[src/rtl/hazard_ctrl.sv]
// Hazard/stall controller for the 5-stage MIPS pipeline: load-use bubble, ID branch flush, dmem freeze + sticky timeout.
// Zero latency: all enables/bubbles are combinational from state and inputs; state, wait counter and stall counter are registered.
module hazard_ctrl #(
    parameter int MAX_WAIT = 16,
    parameter int CNT_W    = 16
) (
    input  logic             clk,
    input  logic             rst,
    input  logic [4:0]       ID_Rs,
    input  logic [4:0]       ID_Rt,
    input  logic             ID_useRt,
    input  logic [4:0]       EX_Rt,
    input  logic             EX_memRead,
    input  logic             ID_branchTaken,
    input  logic             MEM_memReq,
    input  logic             dmem_ready,
    output logic             pcWrite,
    output logic             IF_ID_write,
    output logic             IF_ID_flush,
    output logic             ID_EX_write,
    output logic             ID_EX_bubble,
    output logic             EX_MEM_write,
    output logic             MEM_WB_bubble,
    output logic             memTimeout,
    output logic [CNT_W-1:0] stallCount
);

    localparam int WCNT_W = $clog2(MAX_WAIT + 1);
    localparam logic [WCNT_W-1:0] WAIT_LAST = WCNT_W'(MAX_WAIT - 1);

    typedef enum logic [1:0] {
        ST_RUN     = 2'd0,
        ST_WAIT    = 2'd1,
        ST_TIMEOUT = 2'd2
    } state_t;

    state_t             state_q, state_d;
    logic [WCNT_W-1:0]  waitCnt_q, waitCnt_d;
    logic [CNT_W-1:0]   stallCount_q, stallCount_d;

    logic mem_stall;
    logic load_use;
    logic freeze;
    logic rs_hit;
    logic rt_hit;

    assign mem_stall = MEM_memReq && !dmem_ready;
    assign rs_hit    = (EX_Rt == ID_Rs);
    assign rt_hit    = ID_useRt && (EX_Rt == ID_Rt);
    // Register $0 is hardwired zero, so a load targeting it never creates a dependency.
    assign load_use  = EX_memRead && (EX_Rt != 5'd0) && (rs_hit || rt_hit);
    assign freeze    = (state_q == ST_TIMEOUT) || mem_stall;

    always_comb begin
        pcWrite       = 1'b1;
        IF_ID_write   = 1'b1;
        IF_ID_flush   = 1'b0;
        ID_EX_write   = 1'b1;
        ID_EX_bubble  = 1'b0;
        EX_MEM_write  = 1'b1;
        MEM_WB_bubble = 1'b0;
        if (freeze) begin
            // ID/EX is held, so a pending load-use or branch re-evaluates after release.
            pcWrite       = 1'b0;
            IF_ID_write   = 1'b0;
            ID_EX_write   = 1'b0;
            EX_MEM_write  = 1'b0;
            MEM_WB_bubble = 1'b1;
        end else if (load_use) begin
            pcWrite      = 1'b0;
            IF_ID_write  = 1'b0;
            ID_EX_bubble = 1'b1;
        end else if (ID_branchTaken) begin
            IF_ID_flush  = 1'b1;
        end
    end

    always_comb begin
        state_d   = state_q;
        waitCnt_d = '0;
        case (state_q)
            ST_RUN: begin
                if (mem_stall) begin
                    state_d   = ST_WAIT;
                    waitCnt_d = WCNT_W'(1);
                end
            end
            ST_WAIT: begin
                if (!mem_stall) begin
                    state_d = ST_RUN;
                end else if (waitCnt_q >= WAIT_LAST) begin
                    state_d   = ST_TIMEOUT;
                    waitCnt_d = waitCnt_q;
                end else begin
                    waitCnt_d = waitCnt_q + WCNT_W'(1);
                end
            end
            ST_TIMEOUT: begin
                waitCnt_d = mem_stall ? waitCnt_q : '0;
            end
            default: begin
                state_d = ST_RUN;
            end
        endcase
    end

    always_comb begin
        stallCount_d = stallCount_q;
        if (!pcWrite && (stallCount_q != {CNT_W{1'b1}})) begin
            stallCount_d = stallCount_q + CNT_W'(1);
        end
    end

    always_ff @(posedge clk or negedge rst) begin
        if (!rst) begin
            state_q      <= ST_RUN;
            waitCnt_q    <= '0;
            stallCount_q <= '0;
        end else begin
            state_q      <= state_d;
            waitCnt_q    <= waitCnt_d;
            stallCount_q <= stallCount_d;
        end
    end

    assign memTimeout = (state_q == ST_TIMEOUT);
    assign stallCount = stallCount_q;

endmodule
[config.mk]
export PLATFORM = sky130hd
export DESIGN_NAME = hazard_ctrl
export DESIGN_NICKNAME = d
export VERILOG_FILES = /design/src/rtl/hazard_ctrl.sv
export SDC_FILE = /design/constraint.sdc
export NUM_CORES = 1
export LEC_CHECK = 0
export BUFFER_PORTS_ARGS = -buffer_cell sky130_fd_sc_hd__buf_2
export CAP_MARGIN = 30
export CELL_PAD_IN_SITES_DETAIL_PLACEMENT = 1
export CELL_PAD_IN_SITES_GLOBAL_PLACEMENT = 2
export CORE_ASPECT_RATIO = 1.4
export CORE_MARGIN = 2
export CORE_UTILIZATION = 25
export DETAILED_ROUTE_END_ITERATION = 16
export PLACE_DENSITY = 0.74
export RECOVER_POWER = 50
export SYNTH_ARGS = -nofsm -noshare
export SYNTH_HDL_FRONTEND = slang
export SYNTH_SLANG_ARGS = --single-unit
[constraint.sdc]
create_clock -name clk -period 1.9 [get_ports clk]
set_input_delay 0.095 -clock clk [delete_from_list [all_inputs] [get_ports clk]]
set_output_delay 0.095 -clock clk [all_outputs]
set_load 0.02 [all_outputs]
==> results.md, run 1 <==
* # port buffers at 45
* Setup violators final at 0
* Via/cell ratio at 4.729
* Final Power at 1.570 mW
* R2r endpoint: stallCount[12]$_DFFE_PN0P_
* Pleak at between 0.8 and 0.9 nW
* Storage cell area at 578.1 µm²
* Die height at 93.30 µm
* Final Routed Wirelength at approximately 4000 µm
* Met2 GRT Util at 23.12%
* Die area at around 0.0063 mm²
* YS warnings at 0
* Total negative slack at 0 ns
* Critical path launch point: stallCount[0]$_DFFE_PN0P_
* DRT antenna net count at 0
* Final min period at 1.794 ns
* Initial antenna violation count at 0
* Pins Over Slew Limit at 0
* Crit Path Max Fanout at 7
* DRC errors left at 0
* Post-DP HPWL at about 3200 µm
* RSZ-0062 raised after global routing: true
* Critical Path Start Type: register
* Required time of the critical path at 2.05 ns
* Worst Path Buf+Inv at 0
* Area grow syn2layout at 36.55%
* Gate Count Post-Synth at 151
* WL/cell at 13.88 µm
* PwrDens at slightly above 800 mW/mm²
* Worst reg-to-reg setup slack at 0.11 ns
* Synth Area per Inst at between 9 and 10 µm²
* Synth top area share at between 40 and 50%
* Vias in the first global route at 1452
* Top post-synthesis cells by count: 23 x dfrtp_1, 14 x nand2_1, 13 x xnor2_1, 12 x nor2_1
* Synth async-reset ratio at 100.0%
* Crit. End Element: register
* Peak supply drop at between 0.2 and 0.3 mV
* Cell taking the most area after synthesis: dfrtp_1
* H-tree depth at 1
* Least-Margin Pin Slew at 1.316 ns
* Diode count at 0
* Clock latency on the worst-skew pair at 0.26 ns
* FILL cells at 671
* Number of buffers created by CTS at 3
* Mapped Nets at between 150 and 200
* Via count at 1362
* Clock Sinks at 23
* Max Fclk at about 560 MHz
* Met3 Usage GRT at 2.046%
* CTS tree: yes
* CP Data Arrival Time at 1.94 ns
* Most frequent cell after synthesis: dfrtp_1
* Total grt overflow at 0
* EDFF count, synth at 0
* First-pass GRT wire length at 6575 µm
* Last weighted congestion value of the routability-driven placer at 0.7089
* Root Driver: clkbuf_8
* Worst Skew at 0.002824 ns
* Status: finished clean
* Flop and latch count out of synthesis at 23
* Largest net degree at the start of global routing at 24
* 1st-pass router iterations at 2
* Global routing's busiest layer: met2
* Violation count after the first detailed-route iteration at 14
* Reg clk slew, reported paths at approximately 0.080 ns
* FP Rows at 32
* Prevailing post-synth register cell: dfrtp_1
* Place WS at 0.02977 ns
* Gr usage total at 13.34%
* Core footprint at approximately 0.0055 mm²
* Worst slew margin at 12.29%
* WS Path Type: register to register
* Initial Util at between 20% and 30%
* Worst-case clock buffer depth at 2
* Worst Hold Class: primary input to register
* Period utilisation layout at around 94%
* Synth area leaders: dfrtp_1 40%, xnor2_1 8.0%, nand2_1 3.7%
* WP depth at 5
* I/O pin total at 46
* Slowest cell on crit path: dfrtp_2
* Final hold vios at 0
* Layout cells sized above 1 at roughly a third
* Min setup slack post-route at approximately 0.11 ns
* Post-Syn Area at 0.001424 mm²
* Max-cap violations at 0
* Largest stage delay, worst path at 0.40 ns
* Worst setup endpoint: stallCount[12]$_DFFE_PN0P_
* Total Nets Final at 246
* Register area share after synthesis at 40.42%
* Critical path cell sequence: ha_1 > nand2_1 > or2_2 > nor4_2 > mux2_1
* Die width at around 68 µm
* Family with the most delay on the worst path: simple AND/OR/NAND/NOR gates
* Depth of the most critical reg-to-reg path at 5
* Multi-input logic area at 817.0 µm²
* Distinct cells, synth at 40
* Grt met1 use at 17.01%
* Reg-to-Reg Start: stallCount[0]$_DFFE_PN0P_
[worst min-delay path by stage]
stage / start / endpoint / slack, ns / cells past startpoint
after floorplan: rst / stallCount[0]$_DFFE_PN0P_ / -0.20 / 0
after global placement: rst / stallCount[11]$_DFFE_PN0P_ / 0.12 / 1
after detailed placement: rst / stallCount[12]$_DFFE_PN0P_ / 0.11 / 1
after CTS: MEM_memReq / waitCnt_q[2]$_DFFE_PN0P_ / 0.28 / 4
after global routing: MEM_memReq / waitCnt_q[2]$_DFFE_PN0P_ / 0.31 / 4
final: MEM_memReq / waitCnt_q[3]$_DFFE_PN0P_ / 0.27 / 4
[cells by family after synthesis]
group,count (synthesis),share of synthesized area (%)
AOI/OAI and AO/OA,26,13.01
xor gates and xnor gates,19,11.69
adders and majority gates,3,2.636
buffers and inverters,9,3.953
DFF,23,40.42
muxes,4,3.075
and+or+nand+nor,67,25.22
[per-stage QoR]
step	utilization [%]	cell area, µm²	instances	hold slack, ns
global placement	33.40	1846	279	0.1186
CTS	34.42	1902	284	0.2816
global route	35.19	1944	288	0.3131
finish	35.19	1944	288	0.2656
detailed placement	33.40	1846	279	0.1087
floorplan	-	1426	151	-0.2006
[power by group]
| part | switching [mW] | internal, mW |
|---|---|---|
| Sequential | 0.0800 | 0.574 |
| Clock | 0.160 | 0.146 |
| Combinational | 0.352 | 0.258 |
| Total | 0.592 | 0.978 |
[worst register-to-register path, stage by stage, from the launching register on]
cell	delay, ns
dfrtp_2	0.40
ha_1	0.19
nand2_1	0.08
or2_2	0.37
nor4_2	0.29
mux2_1	0.35
[cell usage in the layout, fill, tap and decap left out, types with 5 or more instances in the layout]
| cell | Yosys | layout |
|---|---|---|
| clkbuf_1 | 1 | 10 |
| buf_4 | 2 | 24 |
| dfrtp_1 | 23 | 21 |
| nand3_1 | 8 | 8 |
| nor3_1 | 5 | 5 |
| nand4_1 | 5 | 5 |
| buf_2 | 0 | 35 |
| nor2_1 | 12 | 12 |
| xnor2_1 | 13 | 13 |
| nand2_1 | 14 | 14 |
| a21oi_1 | 8 | 8 |
| xor2_1 | 6 | 6 |
[routing by layer]
layer	vias up	wire [µm]	part of all wire, %
met2	32	2025	51
met4	0	20	0.50
li1	670	-	-
met1	658	1720	43
met5	-	0	0
met3	2	232	5.8
[final cells by class]
| class | instances | area share [%] |
|---|---|---|
| clock buffers | 3 | 2.124 |
| multi-input cells | 119 | 42.02 |
| flip-flops and latches | 23 | 29.73 |
| repair buffers | 70 | 20.72 |
| clock inverters | 1 | 0.2574 |
| well taps | 68 | 4.376 |
| inverters | 4 | 0.7722 |
[flip-flops by register name, summed over array words and instances (netlist names)]
name        flops
stallCount     16
waitCnt_q       5
state_q         2
[timing repair]
action	CTS	global route
resized for setup	0	6
setup endpoints to repair	0	8
hold endpoints to repair	23	0
buffers inserted	0	4
hold buffers	1	0
(Power assumes the default switching activity.)
==> inputs of run 2 (changes only) <==
--- a/config.mk
+++ b/config.mk
@@ -12,8 +12,10 @@
 export CORE_ASPECT_RATIO = 1.4
 export CORE_MARGIN = 2
 export CORE_UTILIZATION = 25
+export CTS_BUF_LIST = sky130_fd_sc_hd__clkbuf_2 sky130_fd_sc_hd__clkbuf_4 sky130_fd_sc_hd__clkbuf_8
 export DETAILED_ROUTE_END_ITERATION = 16
-export PLACE_DENSITY = 0.74
+export MAX_ROUTING_LAYER = met4
+export PLACE_DENSITY = 0.71
 export RECOVER_POWER = 50
 export SYNTH_ARGS = -nofsm -noshare
 export SYNTH_HDL_FRONTEND = slang
==> constraint.sdc (replaced) <==
create_clock -name clk -period 1.7 [get_ports clk]
set_input_delay 0.085 -clock clk [delete_from_list [all_inputs] [get_ports clk]]
set_output_delay 0.085 -clock clk [all_outputs]
set_load 0.02 [all_outputs]
==> run 2 against run 1 <==
Against the previous run:
- the flow now finishes with violations (negative setup slack)
- clock-buffer cell count is the same
- routed wire length grew 14%
- design area grew 21%
- final cell count grew 9.0%
- maximum frequency grew 5.2%
- clock power grew 14%
- power grew 27%
- worst hold slack gained 0.034 ns
- utilization grew 7.3 points
- sequential power grew 9.6%
- sequential cell count is the same
- first-iteration DRC count grew 7.1%
- critical endpoint is now waitCnt_q[4]$_DFFE_PN0P_
==> results.md, run 2 (synthesis gave the netlist of run 1 again) <==
* Least-Margin Pin Slew at around 1.4 ns
* First-pass GRT wire length at approximately 7000 µm
* FILL cells at approximately 660
* Failing checks: negative setup slack
* 1st-pass router iterations at 3
* Max-cap violations at 0
* RSZ-0062 raised after global routing: true
* Critical path cell sequence: ha_2 > and3_4 > ha_4 > a211oi_4 > buf_6 > nand2b_4 > a21oi_2 > a21oi_1 > nor2_1
* Post-DP HPWL at about 3600 µm
* Wl on met1 at 1805 µm
* Leading cell type in the layout, fill and taps excluded: buf_4
* Area grow syn2layout at 64.76%
* Diode count at 0
* Total Nets Final at 272
* Met2 WL at approximately 2500 µm
* Largest stage delay, worst path at 0.39 ns
* Min setup slack post-route at -0.004894 ns
* Initial antenna violation count at 0
* Layout cells sized above 1 at about half
* Die width at 67.78 µm
* Die area at 0.006324 mm²
* WL/cell at 14.49 µm
* Psw at 0.7527 mW
* Via count at 1469
* Sequential share of power at 36.0%
* Largest register FFs at 16
* Final Power at around 2.0 mW
* Slowest cell on crit path: dfrtp_1
* Die height at 93.30 µm
* Total grt overflow at 0
* Switching share of power at 37.75%
* Reg-to-Reg Start: waitCnt_q[1]$_DFFE_PN0P_
* Final min period at 1.705 ns
* PwrDens at 850.0 mW/mm²
* Setup violators final at 1
* Pins Over Slew Limit at 0
* Clock Sinks at 23
* Critical Path Start Type: register
* Worst slew margin at 9.871%
* Pleak at ~1.1 nW
* Commonest non-fill, non-tap cells in the layout: 43 x buf_4, 34 x buf_2, 17 x dfrtp_1
* Worst setup endpoint: waitCnt_q[4]$_DFFE_PN0P_
* Power share of the clock group at 17.5%
* WS Path Type: register to register
* DRC errors left at 0
* H-tree depth at 1
* Largest net degree at the start of global routing at 24
* Peak supply drop at around 0.44 mV
* Depth of the most critical reg-to-reg path at 9
* Period utilisation layout at 100.3%
* WL met3 at approximately 220 µm
* CP Data Arrival Time at between 1.5 and 2 ns
* # port buffers at 45
* Root Driver: clkbuf_8
* FP Rows at 32
* Gr usage total at ~15%
* Fin util at 42.46%
* Final hold vios at 0
* Worst Hold Class: primary input to register
* CTS tree: yes
* Area after DPL at 0.002057 mm²
* Worst reg-to-reg setup slack at -0.005 ns
* Max Fclk at about 590 MHz
* Total negative slack at -0.004894 ns
* Violation count after the first detailed-route iteration at 15
* Via/cell ratio at 4.678
* Worst Skew at 0.005592 ns
* Worst hold slack at 0.2999 ns
* Combinational share of power at between 40 and 50%
* Initial Util at between 20% and 30%
* Number of buffers created by CTS at 3
* Core footprint at 0.005525 mm²
* Hold path cells at 4
* Uppermost routed layer: met4
* DRT antenna net count at 0
* R2r endpoint: waitCnt_q[4]$_DFFE_PN0P_
* Final Routed Wirelength at 4551 µm
* Required time of the critical path at ~1.9 ns
* Status: finished, violations left
* Clock latency on the worst-skew pair at 0.27 ns
* P_int at 1.241 mW
* Fin area at ~0.0023 mm²
* Crit Path Max Fanout at 3
* Last weighted congestion value of the routability-driven placer at 0.7800
* Worst-case clock buffer depth at 2
* Critical path launch point: waitCnt_q[1]$_DFFE_PN0P_
* I/O pin total at 46
* Reg clk slew, reported paths at 0.09 ns
* Crit. End Element: register
* Vias in the first global route at 1560
run 2: metrics by stage:
step / worst slack (ns) / std cells
final: -0.004894 / 314
after global placement: -0.09705 / 299
after floorplan: -0.06025 / 151
after detailed placement: -0.1096 / 299
after global routing: -0.1152 / 314
after CTS: -0.004129 / 305
run 2: metal layers:
metal	vias up	global-route usage [%]
li1	726	-
met1	708	15.92
met2	33	27.86
met3	2	2.046
met4	0	4.000
met5	-	-
run 2: cell type report:
class                      instances  area (µm²)  share of cell area [%]
clock buffer                       3       41.29                   1.760
tap                               68       85.08                   3.627
timing repair buffer              96       675.6                   28.80
clock inverter                     1       5.005                  0.2133
multi-input combinational        119       940.9                   40.11
sequential                        23       583.1                   24.85
inverter                           4       15.01                  0.6400
run 2: worst min path at each step:
stage               startpoint                    endpoint  slack [ns]
finish              MEM_memReq    waitCnt_q[4]$_DFFE_PN0P_        0.30
global route        MEM_memReq    waitCnt_q[4]$_DFFE_PN0P_        0.32
CTS                 MEM_memReq    waitCnt_q[0]$_DFFE_PN0P_        0.32
detailed placement         rst  stallCount[11]$_DFFE_PN0P_        0.12
global placement           rst  stallCount[11]$_DFFE_PN0P_        0.11
floorplan                  rst   stallCount[0]$_DFFE_PN0P_       -0.21
run 2: repair_timing:
action / in CTS / in global routing
setup endpoints to repair: 8 / 11
gates resized for setup: 7 / 29
pin swaps: 3 / 15
setup buffers: 1 / 8
endpoints found under the hold margin: 23 / 0
cloned: 0 / 1
hold buffers: 1 / 0
run 2: worst max-delay path: cells and delay by family, from the launching register on:
family,cells,cell delay [ns]
AO/OA/AOI/OAI,3,0.43
adder cells (fa/ha/maj),2,0.35
buffers and inverters,1,0.16
flip-flops,1,0.39
AND/OR/NAND/NOR,3,0.30
run 2: power groups by stage:
stage	Sequential (mW)	Combinational [mW]	Clock, mW
2_1_floorplan	0.860	0.307	0
3_3_place_gp	0.707	0.860	0
3_5_place_dp	0.717	0.877	0
4_1_cts	0.710	0.893	0.367
5_1_grt	0.731	1.01	0.393
6_report	0.717	0.928	0.349
